## config.mk

```make
export PLATFORM = sky130hd
export DESIGN_NAME = clock_set_ctrl
export DESIGN_NICKNAME = d
export VERILOG_FILES = /design/src/rtl/clock_set_ctrl.sv
export SDC_FILE = /design/constraint.sdc
export NUM_CORES = 1
export LEC_CHECK = 0
export BUFFER_PORTS_ARGS = -buffer_cell sky130_fd_sc_hd__clkbuf_2
export CAP_MARGIN = 10
export CORE_AREA = 2 2 66 68
export CTS_BUF_LIST = sky130_fd_sc_hd__clkbuf_8
export DETAILED_ROUTE_END_ITERATION = 10
export DIE_AREA = 0 0 68 70
export GPL_TIMING_DRIVEN = 0
export RECOVER_POWER = 25
export SETUP_SLACK_MARGIN = 0.02
export SLEW_MARGIN = 20
export SYNTH_ARGS = -nofsm -noshare
export SYNTH_HDL_FRONTEND = slang
export SYNTH_SLANG_ARGS = --single-unit
export TNS_END_PERCENT = 1
```

## constraint.sdc

```tcl
create_clock -name i_clk -period 2.65 [get_ports i_clk]
set_input_delay 0.265 -clock i_clk [delete_from_list [all_inputs] [get_ports i_clk]]
set_output_delay 0.265 -clock i_clk [all_outputs]
set_load 0.01 [all_outputs]
```

## src/rtl/clock_set_ctrl.sv

```systemverilog
// clock_set_ctrl: hh:mm:ss time-keeping and time-setting controller.
// RUN mode counts 1 Hz ticks; SET mode moves a field cursor (left/right) and
// adjusts the selected field (up/down) with per-field wrap and no carry.
// Optional feature macro: CLKSET_AUTOEXIT_EN -- when defined, SET mode is left
// automatically after TIMEOUT_SEC ticks with no arrow/up/down activity.
module clock_set_ctrl #(
  parameter int unsigned TIMEOUT_SEC = 10
) (
  input  logic       i_clk,
  input  logic       i_rstn,
  input  logic       i_up,
  input  logic       i_down,
  input  logic       i_left,
  input  logic       i_right,
  input  logic       i_mode,
  input  logic       i_tick,
  output logic [4:0] o_hour,
  output logic [5:0] o_min,
  output logic [5:0] o_sec,
  output logic       o_set,
  output logic [1:0] o_cursor
);

  typedef enum logic {RUN = 1'b0, SET = 1'b1} state_e;

  localparam logic [1:0] CUR_HOUR = 2'd0;
  localparam logic [1:0] CUR_MIN  = 2'd1;
  localparam logic [1:0] CUR_SEC  = 2'd2;

  // The idle counter is 6 bits wide, so the timeout must fit in 1..63.
  if (TIMEOUT_SEC < 1 || TIMEOUT_SEC > 63) begin : g_bad_timeout
    $error("clock_set_ctrl: TIMEOUT_SEC must be in 1..63");
  end

  state_e     state_q, state_d;
  logic [4:0] hour_q, hour_d;
  logic [5:0] min_q, min_d;
  logic [5:0] sec_q, sec_d;
  logic [1:0] cursor_q, cursor_d;

`ifdef CLKSET_AUTOEXIT_EN
  logic [5:0] idle_q, idle_d;
`endif

  logic arrow, updn, adjust_any;
  assign arrow      = i_left | i_right;
  assign updn       = i_up | i_down;
  assign adjust_any = arrow | updn;

  // Next-state: mode FSM, time counting in RUN, cursor/field editing in SET.
  always_comb begin
    state_d  = state_q;
    hour_d   = hour_q;
    min_d    = min_q;
    sec_d    = sec_q;
    cursor_d = cursor_q;
`ifdef CLKSET_AUTOEXIT_EN
    idle_d   = idle_q;
`endif
    case (state_q)
      RUN: begin
        // Tick is applied even when mode is pressed the same cycle.
        if (i_tick) begin
          if (sec_q == 6'd59) begin
            sec_d = 6'd0;
            if (min_q == 6'd59) begin
              min_d  = 6'd0;
              hour_d = (hour_q == 5'd23) ? 5'd0 : hour_q + 5'd1;
            end else begin
              min_d = min_q + 6'd1;
            end
          end else begin
            sec_d = sec_q + 6'd1;
          end
        end
        if (i_mode) begin
          state_d  = SET;
          cursor_d = CUR_HOUR;
`ifdef CLKSET_AUTOEXIT_EN
          idle_d   = 6'd0;
`endif
        end
      end
      SET: begin
        if (i_mode) begin
          state_d  = RUN;
          cursor_d = CUR_HOUR;
`ifdef CLKSET_AUTOEXIT_EN
          idle_d   = 6'd0;
`endif
        end else begin
`ifdef CLKSET_AUTOEXIT_EN
          // Any edit button restarts the idle window, even with a tick present.
          if (adjust_any) begin
            idle_d = 6'd0;
          end else if (i_tick) begin
            if (idle_q + 6'd1 == 6'(TIMEOUT_SEC)) begin
              state_d  = RUN;
              cursor_d = CUR_HOUR;
              idle_d   = 6'd0;
            end else begin
              idle_d = idle_q + 6'd1;
            end
          end
`endif
          if (arrow) begin
            // Both arrows cancel; up/down are dropped whenever an arrow is present.
            if (i_left && !i_right) begin
              cursor_d = (cursor_q == CUR_HOUR) ? CUR_SEC : cursor_q - 2'd1;
            end else if (i_right && !i_left) begin
              cursor_d = (cursor_q == CUR_SEC) ? CUR_HOUR : cursor_q + 2'd1;
            end
          end else if (i_up ^ i_down) begin
            case (cursor_q)
              CUR_HOUR: begin
                if (i_up) hour_d = (hour_q == 5'd23) ? 5'd0  : hour_q + 5'd1;
                else      hour_d = (hour_q == 5'd0)  ? 5'd23 : hour_q - 5'd1;
              end
              CUR_MIN: begin
                if (i_up) min_d = (min_q == 6'd59) ? 6'd0  : min_q + 6'd1;
                else      min_d = (min_q == 6'd0)  ? 6'd59 : min_q - 6'd1;
              end
              CUR_SEC: begin
                if (i_up) sec_d = (sec_q == 6'd59) ? 6'd0  : sec_q + 6'd1;
                else      sec_d = (sec_q == 6'd0)  ? 6'd59 : sec_q - 6'd1;
              end
              default: ;
            endcase
          end
        end
      end
      default: begin
        state_d  = RUN;
        cursor_d = CUR_HOUR;
      end
    endcase
  end

  // State registers; reset returns everything to 00:00:00 in RUN at once.
  always_ff @(posedge i_clk or negedge i_rstn) begin
    if (!i_rstn) begin
      state_q  <= RUN;
      hour_q   <= 5'd0;
      min_q    <= 6'd0;
      sec_q    <= 6'd0;
      cursor_q <= CUR_HOUR;
`ifdef CLKSET_AUTOEXIT_EN
      idle_q   <= 6'd0;
`endif
    end else begin
      state_q  <= state_d;
      hour_q   <= hour_d;
      min_q    <= min_d;
      sec_q    <= sec_d;
      cursor_q <= cursor_d;
`ifdef CLKSET_AUTOEXIT_EN
      idle_q   <= idle_d;
`endif
    end
  end

  assign o_hour   = hour_q;
  assign o_min    = min_q;
  assign o_sec    = sec_q;
  assign o_set    = (state_q == SET);
  assign o_cursor = cursor_q;

endmodule

```

==> results.py <==
metrics = {
    "critical_path": {
        "start_kind": "flop",
        "crit_path_max_incr_delay_ps": 470,
        "worst_setup_path_end_kind": "flop",
        "family_with_the_most_delay_on_the_worst_path": "compound AO/OA/AOI/OAI gates",
        "worst-path-max-fanout": 8,
        "setup.worst_path.class": "reg2reg",
        "crit_path_top_delay_cell": "sky130_fd_sc_hd__dfrtp_1",
        "critical_path_cell_count": 6,
        "worst-r2r-cell-count": 6,
        "worstPathCellList": "ha_1, nand2_4, or3_4, o31ai_4, o211ai_1, a22o_1",
        "critPathRequiredTime_ps": 2800,
        "worst-endpoint-arrival_ps": 2290,
        "critical_path.n_buffers_inverters": 0,
    },
    "drt": {
        "post-route-drc-count": 0,
        "first_pass_iters": 4,
        "vias_per_cell": 5.64,
        "wl_per_cell_um": 14.3,
        "dr.first_iter.drc_count": 151,
        "route.vias.total": 1658,
        "ant_nets": 0,
        "routed_wirelength_um": 4200,
    },
    "synthesis": {
        "number_of_distinct_library_cells_after_synthesis": 47,
        "ys_seq_elements": 20,
        "yosys_most_used_dff": "sky130_fd_sc_hd__dfrtp_1",
        "ys.warnings.count": 0,
        "sequential_fraction_of_the_synthesis_area_pct": 28.4,
        "async_flop_share_pct": 100,
        "post_synth_inst_count": 212,
        "synth_edf_count": 0,
        "postSynthNetCount": 239,
        "netlist_area_um2": 1760,
        "synth_area_per_cell_um2": 8.31,
    },
    "finish": {
        "final_core_util_pct": 48.3,
        "finish.instance_area_um2": 2000,
        "drive_gt1_share_pct": 18.2,
        "nets": 271,
        "layout.filler_cells": 441,
        "area_delta_synth_final_pct": 13.6,
        "antenna-diode-count": 0,
    },
    "power_and_ir_drop": {
        "maximum_vdd_drop_uv": 385,
        "cellLeakagePower_nw": 0.867,
        "cellPowerDensity_nw_per_um2": 1050,
        "report.power.total_w": 0.00210,
    },
    "placed_design": {
        "routabilityCongestion": 0.822,
        "post-place-ws_ps": 538,
        "detailed_place_hpwl_um": 3110,
        "numPortBuffers": 27,
        "area_after_detailed_placement_um2": 1960,
    },
    "clock_tree": {
        "tritoncts_buffer_count": 3,
        "cts_repair_resize_count": 0,
        "cts_tree": "built",
        "post-cts-setup-buffer-count": 0,
        "ctsRootBufferMaster": "sky130_fd_sc_hd__clkbuf_8",
        "cts_hold_repair.buffers": 0,
        "clock_latency_ps": 260,
        "clkSinkCount": 20,
        "clk_transition_reported_paths_ps": 80,
        "ctsHtreeMaxLevel": 1,
        "cts-root-to-sink-buffers": 2,
    },
    "sta": {
        "max_frequency_ghz": 0.469,
        "timing.max_slew.rel_slack_pct": 22.5,
        "timing.setup.tns_ps": 0,
        "fin_ws_ps": 516,
        "slew_viol_final": 0,
        "final.setup_skew_ps": 5.17,
        "final_hold_viol_count": 0,
        "min_period_over_period_pct": 80.5,
        "layout_min_cycle_time_ps": 2130,
        "finalSetupViolCount": 0,
        "rsz_0062_raised_after_global_routing": "false",
        "tightest_slew_ps": 1160,
    },
    "global_routing": {
        "grt_start_max_net_pins": 21,
        "met3_usage_pct": 2.58,
        "globalRouteMet2Util_pct": 31.3,
        "first_global_vias": 1558,
        "grt_use_met1_pct": 25.9,
        "grt_most_used_layer": "met2",
        "grt_antenna_before_repair": 0,
        "grt_use_total_pct": 19.1,
        "grt_first_pass_wirelength_um": 7160,
        "grt_overflow_total": 0,
    },
    "floorplanning": {
        "ios": 28,
        "core-area_um2": 4140,
        "fp.dieH_um": 70,
        "initial_standard_cell_utilization_of_the_core_pct": 42.5,
        "die_area_um2": 4760,
        "fp-row-count": 24,
        "die_x_um": 68,
    },
    "job": {
        "max_cap_viol_count": 0,
    },
    "outcome": {
        "outcome": "finished clean",
    },
    "worst_hold_path": {
        "holdCritPathClass": "in2async",
    },
}
## synth_stat cells (2+ instances only)
library cell | number | area share [%]
sky130_fd_sc_hd__a22o_1 | 2 | 0.99
sky130_fd_sc_hd__o211ai_1 | 3 | 1.3
sky130_fd_sc_hd__dfrtp_1 | 20 | 28
sky130_fd_sc_hd__a21oi_1 | 18 | 5.1
sky130_fd_sc_hd__xnor2_1 | 5 | 2.5
sky130_fd_sc_hd__nor3_1 | 8 | 2.3
sky130_fd_sc_hd__nand3_1 | 10 | 2.8
sky130_fd_sc_hd__nand2b_1 | 3 | 1.1
sky130_fd_sc_hd__clkbuf_1 | 4 | 0.85
sky130_fd_sc_hd__buf_6 | 2 | 1.3
sky130_fd_sc_hd__nand4_1 | 6 | 2.1
sky130_fd_sc_hd__nor2b_1 | 2 | 0.71
sky130_fd_sc_hd__nand3b_1 | 2 | 0.85
sky130_fd_sc_hd__inv_1 | 13 | 2.8
sky130_fd_sc_hd__nor3b_1 | 2 | 0.85
sky130_fd_sc_hd__nor2_1 | 18 | 3.8
sky130_fd_sc_hd__and2_2 | 2 | 0.85
sky130_fd_sc_hd__buf_1 | 2 | 0.43
sky130_fd_sc_hd__o21ai_0 | 17 | 4.8
sky130_fd_sc_hd__mux2i_1 | 2 | 1.1
sky130_fd_sc_hd__o31ai_1 | 3 | 1.3
sky130_fd_sc_hd__nand4b_1 | 4 | 2.0
sky130_fd_sc_hd__a31oi_1 | 5 | 1.8
sky130_fd_sc_hd__nand2_1 | 16 | 3.4
sky130_fd_sc_hd__a211oi_1 | 3 | 1.3
sky130_fd_sc_hd__ha_1 | 19 | 13
## worst paths after layout
check,startpoint,to,slack [ps]
worst max register to register,o_sec[0]$_DFFE_PN0P_,o_hour[3]$_DFFE_PN0P_,520
max in group asynchronous,i_rstn,o_min[0]$_DFFE_PN0P_,1740
worst max-delay path,o_sec[0]$_DFFE_PN0P_,o_hour[3]$_DFFE_PN0P_,520
min in group i_clk,i_mode,o_set$_DFF_PN0_,350
worst min-delay path,i_rstn,o_min[3]$_DFFE_PN0P_,220
worst min register to register,o_min[5]$_DFFE_PN0P_,o_min[5]$_DFFE_PN0P_,580
## cells in the final DEF, fill, tap and decap left out, types with 3 or more instances in the layout
cell type and instances:
sky130_fd_sc_hd__a211oi_1 3, sky130_fd_sc_hd__a21oi_1 18, sky130_fd_sc_hd__a31oi_1 5, sky130_fd_sc_hd__clkbuf_1 5, sky130_fd_sc_hd__clkbuf_2 27, sky130_fd_sc_hd__clkbuf_8 4, sky130_fd_sc_hd__dfrtp_1 20, sky130_fd_sc_hd__ha_1 19
sky130_fd_sc_hd__inv_1 13, sky130_fd_sc_hd__nand2_1 16, sky130_fd_sc_hd__nand2b_1 3, sky130_fd_sc_hd__nand3_1 10, sky130_fd_sc_hd__nand4_1 6, sky130_fd_sc_hd__nand4b_1 4, sky130_fd_sc_hd__nor2_1 18, sky130_fd_sc_hd__nor3_1 8
sky130_fd_sc_hd__o211ai_1 3, sky130_fd_sc_hd__o21ai_0 17, sky130_fd_sc_hd__o31ai_1 3, sky130_fd_sc_hd__xnor2_1 5
## state kept, by name (all words and copies together) (netlist names)
signal and cells:
o_hour 5, o_min 6, o_sec 6, o_set 1, o_cursor 2
## routing by layer
layer	vias up	share of wire [%]	routed length, µm
met5	-	0	0
met1	787	47	1970
met4	0	0.59	25
met2	41	49	2040
li1	828	-	-
met3	2	3.8	160
## through the flow
step	std cells	hold slack [ps]
2_1_floorplan	212	-30.6
3_3_place_gp	291	281
3_5_place_dp	291	278
4_1_cts	294	0.993
5_1_grt	294	334
6_report	294	218
## power breakdown
part	internal, W	leakage (nW)	switching, W	total [W]
logic	0.000528	0.611	0.000741	0.00127
clock network	0.000101	0.0216	0.000102	0.000204
registers	0.000433	0.235	0.000191	0.000623
total	0.00106	0.867	0.00103	0.00210
## kinds of logic after synthesis
| logic type | Yosys count | share of synthesized area, % |
|---|---|---|
| AOI/OAI and AO/OA | 62 | 23.6 |
| xor gates and xnor gates | 6 | 2.98 |
| adders and majority gates | 19 | 13.5 |
| buffers and inverters | 24 | 6.68 |
| DFF | 20 | 28.4 |
| muxes | 2 | 1.14 |
| and+or+nand+nor | 79 | 23.7 |
## layout make-up
class | count | area [µm²] | area share [%]
Buffer | 11 | 68.8 | 3.44
Clock buffer | 3 | 41.3 | 2.06
Inverter | 13 | 48.8 | 2.44
Multi-Input combinational cell | 168 | 1140 | 57.1
Sequential cell | 20 | 500 | 25.0
Tap cell | 52 | 65.1 | 3.25
Timing Repair Buffer | 27 | 134 | 6.69
Note: power is estimated with default switching activity, not from simulation.
